$ cat src/rtl/itch_fixed_msg_decoder_if.sv
// One-byte-per-cycle ITCH stream shared by every decoder in the parser fabric.
// The framer drives the master side and each per-type decoder listens on the slave side.
interface itch_fixed_msg_decoder_if;
    logic [7:0] byte_in;
    logic       valid_in;

    modport master (output byte_in, output valid_in);
    modport slave  (input  byte_in, input  valid_in);
endinterface

$ cat src/rtl/itch_fixed_msg_decoder.sv
// Streaming decoder for a single fixed-length ITCH message type. It captures the payload
// big-endian, skips foreign messages by their table length and aborts truncated ones.
module itch_fixed_msg_decoder #(
    parameter logic [7:0] MSG_TYPE    = 8'h44,
    parameter int         MSG_LENGTH  = 9,
    parameter int         GAP_TIMEOUT = 4
) (
    input  logic                          clk,
    input  logic                          rst,
    itch_fixed_msg_decoder_if.slave       stream,
    output logic                          decoded_valid,
    output logic [8*(MSG_LENGTH-1)-1:0]   decoded_payload,
    output logic                          packet_invalid,
    output logic [1:0]                    error_code,
    output logic [15:0]                   msg_count
);

    localparam int IDX_W = $clog2(MSG_LENGTH);
    localparam int GAP_W = (GAP_TIMEOUT > 0) ? $clog2(GAP_TIMEOUT + 1) : 1;
    localparam logic [IDX_W-1:0] IDX_LAST = IDX_W'(MSG_LENGTH - 1);
    localparam logic [GAP_W-1:0] GAP_LIMIT = GAP_W'(GAP_TIMEOUT);

    typedef enum logic [1:0] {
        IDLE,
        CAPTURE,
        SKIP
    } state_t;

    state_t           state;
    logic [IDX_W-1:0] idx;
    logic [GAP_W-1:0] gap_cnt;
    logic [5:0]       skip_cnt;

    logic [GAP_W-1:0] gap_next;
    logic             gap_expired;

    // Bytes still to skip after the type byte of a foreign message.
    function automatic logic [5:0] skip_init(input logic [7:0] msg_type);
        case (msg_type)
            8'h41:   return 6'd35;  // 'A'
            8'h58:   return 6'd22;  // 'X'
            8'h55:   return 6'd26;  // 'U'
            8'h44:   return 6'd8;   // 'D'
            8'h45:   return 6'd29;  // 'E'
            8'h50:   return 6'd39;  // 'P'
            default: return 6'd1;
        endcase
    endfunction

    assign gap_next    = gap_cnt + GAP_W'(1);
    assign gap_expired = (GAP_TIMEOUT != 0) && (gap_next == GAP_LIMIT);

    always_ff @(posedge clk) begin
        if (rst) begin
            state           <= IDLE;
            idx             <= '0;
            gap_cnt         <= '0;
            skip_cnt        <= '0;
            decoded_valid   <= 1'b0;
            // NOTE: the payload is a flat output register with a defined reset value, not a
            // storage array, so it is reset along with the rest of the state.
            decoded_payload <= '0;
            packet_invalid  <= 1'b0;
            error_code      <= 2'b00;
            msg_count       <= '0;
        end else begin
            // NOTE: pulse defaults come first; a later non-blocking assignment in the same
            // block overrides them, so each pulse lasts exactly one cycle.
            decoded_valid  <= 1'b0;
            packet_invalid <= 1'b0;
            error_code     <= 2'b00;

            case (state)
                IDLE: begin
                    if (stream.valid_in) begin
                        gap_cnt <= '0;
                        if (stream.byte_in == MSG_TYPE) begin
                            state           <= CAPTURE;
                            idx             <= IDX_W'(1);
                            decoded_payload <= '0;
                        end else begin
                            state    <= SKIP;
                            skip_cnt <= skip_init(stream.byte_in);
                        end
                    end
                end

                CAPTURE: begin
                    if (stream.valid_in) begin
                        gap_cnt <= '0;
                        // Slot idx lands big-endian: byte 1 in the MSBs, last byte in [7:0].
                        for (int i = 1; i < MSG_LENGTH; i++) begin
                            if (idx == IDX_W'(i))
                                decoded_payload[8*(MSG_LENGTH-1-i) +: 8] <= stream.byte_in;
                        end
                        if (idx == IDX_LAST) begin
                            state         <= IDLE;
                            decoded_valid <= 1'b1;
                            msg_count     <= msg_count + 16'd1;
                        end else begin
                            idx <= idx + IDX_W'(1);
                        end
                    end else if (gap_expired) begin
                        state           <= IDLE;
                        packet_invalid  <= 1'b1;
                        error_code      <= 2'b01;
                        decoded_payload <= '0;
                    end else if (GAP_TIMEOUT != 0) begin
                        gap_cnt <= gap_next;
                    end
                end

                SKIP: begin
                    if (stream.valid_in) begin
                        gap_cnt <= '0;
                        if (skip_cnt == 6'd1) state <= IDLE;
                        skip_cnt <= skip_cnt - 6'd1;
                    end else if (gap_expired) begin
                        state          <= IDLE;
                        packet_invalid <= 1'b1;
                        error_code     <= 2'b10;
                    end else if (GAP_TIMEOUT != 0) begin
                        gap_cnt <= gap_next;
                    end
                end

                default: state <= IDLE;
            endcase
        end
    end

endmodule

$ cat src/flat_wrapper.sv
// flat-port wrapper written by rule: the top's interface ports become plain ports
module itch_fixed_msg_decoder_flat 
#(
    parameter logic [7:0] MSG_TYPE    = 8'h44,
    parameter int         MSG_LENGTH  = 9,
    parameter int         GAP_TIMEOUT = 4
)
  (clk, rst, decoded_valid, decoded_payload, packet_invalid, error_code, msg_count, stream_byte_in, stream_valid_in);
  itch_fixed_msg_decoder_if stream_i ();
  input  logic clk;
  input  logic rst;
  output logic decoded_valid;
  output logic [8*(MSG_LENGTH-1)-1:0] decoded_payload;
  output logic packet_invalid;
  output logic [1:0] error_code;
  output logic [15:0] msg_count;
  input wire logic [$bits(stream_i.byte_in)-1:0] stream_byte_in;
  input wire logic [$bits(stream_i.valid_in)-1:0] stream_valid_in;
  assign stream_i.byte_in = stream_byte_in;
  assign stream_i.valid_in = stream_valid_in;
  itch_fixed_msg_decoder #(.MSG_TYPE(MSG_TYPE), .MSG_LENGTH(MSG_LENGTH), .GAP_TIMEOUT(GAP_TIMEOUT)) u_core (.clk(clk), .rst(rst), .stream(stream_i), .decoded_valid(decoded_valid), .decoded_payload(decoded_payload), .packet_invalid(packet_invalid), .error_code(error_code), .msg_count(msg_count));
endmodule
$ cat config.mk
export PLATFORM = sky130hd
export DESIGN_NAME = itch_fixed_msg_decoder_flat
export DESIGN_NICKNAME = d
export VERILOG_FILES = /design/src/rtl/itch_fixed_msg_decoder_if.sv /design/src/rtl/itch_fixed_msg_decoder.sv /design/src/flat_wrapper.sv
export SDC_FILE = /design/constraint.sdc
export NUM_CORES = 1
export LEC_CHECK = 0
export ABC_AREA = 1
export CAP_MARGIN = 10
export CORE_ASPECT_RATIO = 0.7
export CORE_MARGIN = 1.5
export CORE_UTILIZATION = 47
export DETAILED_ROUTE_END_ITERATION = 10
export PLACE_DENSITY = 0.76
export SLEW_MARGIN = 10
export SYNTH_ARGS = -nofsm -noshare
export SYNTH_HDL_FRONTEND = slang
export SYNTH_SLANG_ARGS = --single-unit
$ cat constraint.sdc
create_clock -name clk -period 1.8 [get_ports clk]
set_input_delay 0.36 -clock clk [delete_from_list [all_inputs] [get_ports clk]]
set_output_delay 0.36 -clock clk [all_outputs]
set_load 0.005 [all_outputs]
# Word level (Yosys, flattened, before mapping)
# Cells that the tools add are included.
# Widths: inputs -> output; s select.
[classes]
add_sub_neg = 4
muxes = 42
reduce_logical = 20
bitwise_logic = 3
eq_ne = 35
[ops]
columns = ["operator", "count"]
rows = [
  ["$mux 64", 4],
  ["$pmux 64 s2", 1],
  ["$mux 8", 8],
  ["$eq 8x7->1 const B", 6],
  ["$reduce_and 5->1", 9],
  ["$ne 3x2->1 const B", 10],
  ["$pmux 6 s5", 1],
  ["$mux 2", 10],
  ["$mux 6", 3],
  ["$add 16x1->16 const B", 1],
  ["$eq 4x3->1 const B", 4],
  ["$mux 4", 4],
  ["$pmux 6 s2", 1],
  ["$ne 2x2->1 const B", 5],
  ["$mux 3", 3],
  ["$reduce_and 3->1", 3],
  ["$eq 4x2->1 const B", 2],
  ["$pmux 4 s2", 1],
  ["$eq 6x1->1 const B", 1],
  ["$pmux 2 s3", 1],
  ["$pmux 3 s2", 1],
  ["$reduce_bool 2->1", 3],
  ["$reduce_or 3->1", 2],
  ["$sub 6x1->6 const B", 1],
  ["15 further kinds", 19],
]
[totals]
output_inout_bits = 84
in_bits = 11
elab_cells = 120
reg_bits = 99

# Depth between registers and ports, before layout
# Gate-level depths: netlist of the first run.
[depth]
depth_word = 5
mapped_depth = 11
depth_no_buf = 11

# Least setup slack after synthesis of the first run
# No wires, ideal clock.
[synth_timing]
path_type = "register to register"
start = "reg u_core.state[1]"
end = "reg u_core.decoded_payload[39]"
t_arrival_ps = 1537
period_less_slack_ps = 1670
setup_time_ps = 134
path_slack_ps = 130
required_ps = 1666
path_stages_with_launch = 10
path_buffers = 1
cell_sequence = "dfxtp_1 -> inv_1 -> ha_1 -> nand2_4 -> inv_2 -> buf_8 -> a21oi_2 -> nand3_2 -> nand2_1 -> a21oi_1"
[synth_via]
elab_chain_len = 3
[synth_lines]
columns = ["element", "line", "source"]
rows = [
  ["from (decl)", "itch_fixed_msg_decoder.sv:29", "state_t state;"],
  ["from (signal assigned)", "itch_fixed_msg_decoder.sv:55", "state <= IDLE;"],
  ["from (signal assigned)", "itch_fixed_msg_decoder.sv:78", "state <= CAPTURE;"],
  ["from (signal assigned)", "itch_fixed_msg_decoder.sv:82", "state <= SKIP;"],
  ["$eq 2x1->1 / $logic_not 2->1 (equally long branches)", "itch_fixed_msg_decoder.sv:73", "case (state)"],
  ["$ne 3x2->1 (no line) (tied with other cells)", "-", ""],
  ["$reduce_and 5->1 (no line)", "-", ""],
  ["to (signal, indexed assignment)", "itch_fixed_msg_decoder.sv:94", "decoded_payload[8*(MSG_LENGTH-1-i) +: 8] <= stream.byte_in;"],
  ["to (decl)", "itch_fixed_msg_decoder.sv:12", "output logic [8*(MSG_LENGTH-1)-1:0] decoded_payload,"],
]
# Several ways; a longest one is shown, not always the timed one.
# A chain may end at the register's enable or synchronous reset.

# Worst setup path in the final report of the first run
[layout_timing]
start = "in stream_byte_in[2]"
end = "reg u_core.decoded_payload[23]"
[layout_via]
elab_chain_len = 3
[layout_lines]
columns = ["element", "line", "source"]
rows = [
  ["from (decl)", "flat_wrapper.sv:17", "input wire logic [$bits(stream_i.byte_in)-1:0] stream_byte_in;"],
  ["$eq 8x7->1", "itch_fixed_msg_decoder.sv:77", "if (stream.byte_in == MSG_TYPE) begin"],
  ["$ne 2x1->1 (no line)", "-", ""],
  ["$reduce_and 5->1 (no line)", "-", ""],
]
# No other way between the ends.

==> impl_results.md, run 1 <==
* Status: complete, no violations
* I/O Buffers at 94
* CTS Buf Count at 9
* Flop pwr share at 0.350
* Maximum capacitance violations at 0
* Gate Count Post-Synth at 692
* Share of cells above drive strength 1 at 0.1556
* Row cnt at 30
* Final setup viols at 0
* Max frequency at 571.7 MHz
* Combinational share of power at 0.366
* Register area at 1984 um^2
* Final setup margin at 0.05076 ns
* Vias at 5,120
* N_diodes at 0
* Clk slew on worst S/H paths at 0.07 ns
* Area Overhead vs Synth at 38.59%
* GRT overflow at 0
* Vias in the first global route at 4,798
* Hold WC Path Type: reg2reg
* Fraction of power spent switching nets at 0.3576
* Netlist cell types at 34
* Sequential element share of the synthesized area at 0.4067
* Final GP Congestion at 0.8774
* Fin crit share at 0.9718
* Total GRT Usage at 0.2541
* Final hold violation count at 0
* Starting density of the core at 0.4937
* Longest Clk Path Bufs at 2
* Routed Antenna Nets at 0
* Routed wire length at 14,010 um
* Tot Pwr at 7.304 mW
* Largest net degree at the start of global routing at 61
* Worst-Margin Slew at 0.6387 ns
* CP Launch Type: input port
* Fin cells at 970
* Synthesized Nets at 716
* Max FO, Critical Path at 16
* Detail-routed via count per cell at 5.278
* H-tree depth at 3
* Post-Syn Area at 4873 um^2
* Clk network pwr share at 0.284
* Die width at 124.7 um
* First-pass GRT wire length at 22,560 um
* Max Slew Vio Count at 0
* CTS Sinks at 99
* Setup_tns at 0 ns
* Skew-Pair Late Insertion Delay at 0.35 ns
* Multi-input combinational cell area at 2534 um^2
* Ports at 95
* FILL cells at 793
* Clock Skew at 0.009168 ns
* Maximum VDD drop at 559.9 uV
* Post-place setup slack at -0.3062 ns
* Die Ht at 88.20 um
* Detailed Place HPWL at 10,020 um
* CP Data Required Time at 2.04 ns
* CTS tree: yes
* Commonest non-fill, non-tap cells in the layout: 160 x nand2_1, 113 x nor2_1, 97 x dfxtp_1
* FF+latch count, synth at 99
* Utilization after layout at 0.6842
* Pleak at 2.805 nW
* DR pass1 iterations at 5
* WL per Instance at 14.45 um
* Post-Syn Area per Cell at 7.043 um^2
* Crit Path Category: in2reg
* Residual DRC count at 0
* Internal power at 4.692 mW
* RSZ-0062 raised after global routing: yes
* Data arrival time of the worst path at 1.99 ns
* Total die area at 11,000 um^2
* Nets at 861
* Most common cell after layout, fill and taps aside: nand2_1
* Pwr Density at 1081 nW/um^2
* Final Critical Period at 1.749 ns
* Area of the core at 9872 um^2
* Setup slack, reg-to-reg at 0.10 ns
* Crit. End Element: flop
* Post-Place Cells at 950
* Headroom to the max-slew limit at 0.5742
* Initial antenna violation count at 0
* Initial DRC Count at 379
* Sw Pwr at 2.612 mW
* Yosys Warn Count at 0
* CTS Root Cell: clkbuf_16
==> what timing repair did <==
action	4_1_cts	5_1_grt
setup endpoints to repair	12	75
gates resized for setup	3	23
pin swaps	2	5
gates cloned	1	2
hold buffers	0	0
setup buffers	0	1
==> routing by layer <==
metal / wire (um) / global-route usage / part of all wire
met1: 6249 / 0.3298 / 0.45
met2: 6514 / 0.4246 / 0.46
met3: 1008 / 0.06170 / 0.072
met5: 0 / 0 / 0
met4: 239 / 0.07837 / 0.017
==> worst paths after layout <==
check | from | to | depth (start not counted)
worst max register to register | u_core.idx[0]$_SDFFE_PP0P_ | u_core.msg_count[11]$_SDFFE_PP0P_ | 9
worst min register to register | u_core.decoded_payload[13]$_SDFFE_PP0P_ | u_core.decoded_payload[13]$_SDFFE_PP0P_ | 2
worst min-delay path | u_core.decoded_payload[13]$_SDFFE_PP0P_ | u_core.decoded_payload[13]$_SDFFE_PP0P_ | 2
worst max-delay path | stream_byte_in[2] | u_core.decoded_payload[23]$_SDFFE_PP0P_ | 10
==> Yosys cell counts (all sizes together) <==
library cell / instances / area, um^2
a21oi: 60 / 319.1
a22oi: 1 / 7.510
buf: 12 / 123.9
clkbuf: 12 / 45.04
dfxtp: 99 / 1982
ha: 13 / 162.7
inv: 75 / 281.5
nand2: 171 / 684.4
nand3: 57 / 332.8
nand3b: 5 / 37.54
nand4: 23 / 143.9
nor2: 125 / 516.7
nor3: 5 / 25.02
nor3b: 2 / 20.02
o21a: 1 / 7.510
o21ai: 24 / 127.6
o21bai: 2 / 15.01
or2: 1 / 6.260
xnor2: 2 / 17.52
xor2: 2 / 17.52
==> cells by family after synthesis <==
family,after synthesis,share of synthesized area
xor gates and xnor gates,4,0.007190
AOI/OAI and AO/OA,88,0.09782
buffers and inverters,99,0.09243
adders and majority gates,13,0.03338
DFF,99,0.4067
and+or+nand+nor,389,0.3625
==> cell type report <==
cell class | instances | share of cell area
multi-input combinational | 497 | 0.3751
sequential | 99 | 0.2938
timing repair buffer | 155 | 0.2179
inverter | 75 | 0.04242
clock buffer | 11 | 0.03446
tap | 128 | 0.02371
clock inverter | 5 | 0.01260
==> worst max-delay path, cell delays in order <==
cell and delay, ns:
clkdlybuf4s50_1 0.50, nand2_1 0.11, nor2_4 0.16, nand3_2 0.11, nand2_2 0.10, buf_12 0.16
nand3_2 0.10, buf_12 0.16, nor2_1 0.13, nor2_1 0.08
==> power by group through the flow <==
| stage | Combinational [mW] | Clock (mW) | Sequential, mW |
|---|---|---|---|
| 4_1_cts | 2.54 | 2.10 | 2.54 |
| 6_report | 2.67 | 2.08 | 2.55 |
| 3_3_place_gp | 2.38 | 0 | 2.57 |
| 5_1_grt | 2.93 | 2.20 | 2.57 |
| 3_5_place_dp | 2.49 | 0 | 2.58 |
| 2_1_floorplan | 1.57 | 0 | 2.55 |
==> registers in the layout, summed over array words and instances (netlist names) <==
signal / flops
u_core.msg_count: 16
u_core.gap_cnt: 3
u_core.decoded_valid: 1
u_core.state: 2
u_core.error_code: 2
u_core.skip_cnt: 6
u_core.idx: 4
u_core.packet_invalid: 1
u_core.decoded_payload: 64
==> per-stage QoR <==
stage	hold slack, ns	instance area [um^2]
after floorplan	0.4557	4873
after global placement	0.4468	6326
after detailed placement	0.4518	6326
after CTS	0.4624	6660
after global routing	0.4793	6754
final	0.4618	6754
(Power assumes the default switching activity.)
==> run 2: changes to the inputs <==
--- a/config.mk
+++ b/config.mk
@@ -16,3 +16,4 @@
 export SYNTH_ARGS = -nofsm -noshare
 export SYNTH_HDL_FRONTEND = slang
 export SYNTH_SLANG_ARGS = --single-unit
+export TNS_END_PERCENT = 30
==> impl_results.md, run 2 (same netlist as run 1, synthesis figures left out) <==
* Status: complete, no violations
* Initial antenna violation count at 0
* Data arrival time of the worst path at 1.98 ns
* Detail-routed via count per cell at 5.273
* Row cnt at 30
* Routed Antenna Nets at 0
* Total die area at 11,000 um^2
* Die width at 124.7 um
* N_diodes at 0
* Final setup viols at 0
* Most common cell after layout, fill and taps aside: nand2_1
* GRT overflow at 0
* Tot Pwr at 7.302 mW
* Residual DRC count at 0
* DR pass1 iterations at 5
* First-pass GRT wire length at 22,560 um
* FILL cells at 794
* CTS Sinks at 99
* Fin crit share at 0.9709
* CTS tree: yes
* Max Slew Vio Count at 0
* Total GRT Usage at 0.2541
* Setup slack, reg-to-reg at 0.10 ns
* Register name with the most flops: u_core.decoded_payload
* Clk slew on worst S/H paths at 0.07 ns
* Starting density of the core at 0.4937
* CP Data Required Time at 2.04 ns
* Worst hold slack at 0.4618 ns
* Reg2Reg Depth at 9
* WL per Instance at 14.43 um
* Maximum VDD drop at 558.2 uV
* Final hold violation count at 0
* Pwr Density at 1081 nW/um^2
* Maximum capacitance violations at 0
* Max frequency at 572.2 MHz
* Commonest non-fill, non-tap cells in the layout: 160 x nand2_1, 113 x nor2_1, 97 x dfxtp_1
* RSZ-0062 raised after global routing: yes
* CP Launch Type: input port
* I/O Buffers at 94
* Max FO, Critical Path at 16
* Skew-Pair Late Insertion Delay at 0.35 ns
* Worst r2r dst: u_core.msg_count[11]$_SDFFE_PP0P_
* Largest net degree at the start of global routing at 61
* H-tree depth at 3
* Final Critical Period at 1.748 ns
* Clock Skew at 0.01009 ns
* Vias in the first global route at 4,798
* Die Ht at 88.20 um
* Final GP Congestion at 0.8774
* Share of cells above drive strength 1 at 0.1556
* Longest Clk Path Bufs at 2
* Worst-Margin Slew at 0.6381 ns
* Headroom to the max-slew limit at 0.5746
* CTS Buf Count at 9
* Reg2reg start: u_core.idx[0]$_SDFFE_PP0P_
* Max reg flops at 64
* Worst setup path start: stream_byte_in[2]
* Count of cells along the worst hold path at 2
* Hold WC Path Type: reg2reg
* Vias at 5,115
* CTS Root Cell: clkbuf_16
* Nets at 861
* Critical Path End: u_core.decoded_payload[23]$_SDFFE_PP0P_
* Biggest regs: u_core.decoded_payload: 64 flops, u_core.msg_count: 16 flops, u_core.skip_cnt: 6 flops
* Routed wire length at 14,000 um
* Crit Path Category: in2reg
* Area Overhead vs Synth at 38.54%
* Area of the core at 9872 um^2
* Crit. End Element: flop
* Pleak at 2.796 nW
* Initial DRC Count at 379
* Ports at 95
* Detailed Place HPWL at 10,020 um
## run 2: cell count changes in the layout (fill, tap and decap cells not counted)
cell,before,now
clkdlybuf4s50_1,92,93
dlymetal6s2s_1,1,0
## run 2: worst min path at each step
stage | startpoint | to | slack (ns)
floorplan | u_core.decoded_payload[10]$_SDFFE_PP0P_ | u_core.decoded_payload[10]$_SDFFE_PP0P_ | 0.46
global placement | u_core.decoded_payload[11]$_SDFFE_PP0P_ | u_core.decoded_payload[11]$_SDFFE_PP0P_ | 0.45
detailed placement | u_core.decoded_payload[63]$_SDFFE_PP0P_ | u_core.decoded_payload[63]$_SDFFE_PP0P_ | 0.45
CTS | u_core.decoded_payload[13]$_SDFFE_PP0P_ | u_core.decoded_payload[13]$_SDFFE_PP0P_ | 0.46
global route | u_core.decoded_payload[13]$_SDFFE_PP0P_ | u_core.decoded_payload[13]$_SDFFE_PP0P_ | 0.48
finish | u_core.decoded_payload[13]$_SDFFE_PP0P_ | u_core.decoded_payload[13]$_SDFFE_PP0P_ | 0.46
## run 2: layer usage
metal,track usage,up-vias,part of all wire,wire length [um]
met3,0.06170,27,0.073,1027
met4,0.07837,0,0.016,230
met1,0.3298,2379,0.44,6206
met5,0,-,0,0
met2,0.4246,207,0.47,6532
li1,-,2502,-,-
## run 2: stage by stage
stage / TNS [ns] / setup WS (ns) / utilization / std cells / instance area (um^2)
2_1_floorplan: 0 / 0.1295 / - / 692 / 4873
3_3_place_gp: -18.36 / -0.2576 / 0.6408 / 950 / 6326
3_5_place_dp: -20.81 / -0.3062 / 0.6408 / 950 / 6326
4_1_cts: 0 / 0.003844 / 0.6747 / 967 / 6660
5_1_grt: -0.1268 / -0.03019 / 0.6839 / 970 / 6751
6_report: 0 / 0.05245 / 0.6839 / 970 / 6751
## run 2: worst max-delay path, cell delays in order
cell and delay, ns:
clkdlybuf4s50_1 0.50, nand2_1 0.11, nor2_4 0.16, nand3_2 0.11
nand2_2 0.10, buf_12 0.16, nand3_2 0.10, buf_12 0.16
nor2_1 0.13, nor2_1 0.08
## run 2: final cells by class
cell class	count	area, um^2	share of cell area
clock buffers	11	232.7	0.03447
clock inverters	5	85.08	0.01260
inverters	75	286.5	0.04244
multi-input cells	497	2534	0.3753
flip-flops and latches	99	1984	0.2939
well taps	128	160.2	0.02372
repair buffers	155	1469	0.2176
## run 2: where the power goes
part	switching, mW	total, mW	internal, mW	leakage [nW]
Combinational	1.60	2.67	1.07	1.85
Sequential	0.163	2.55	2.39	0.801
Clock	0.848	2.08	1.23	0.150
Total	2.61	7.30	4.69	2.80
## run 2: what timing repair did
action / 4_1_cts / 5_1_grt
gates resized for setup: 3 / 22
cloned: 1 / 2
endpoints found under the setup margin: 12 / 75
pin swaps: 2 / 5
buffers inserted: 0 / 1
hold buffers: 0 / 0
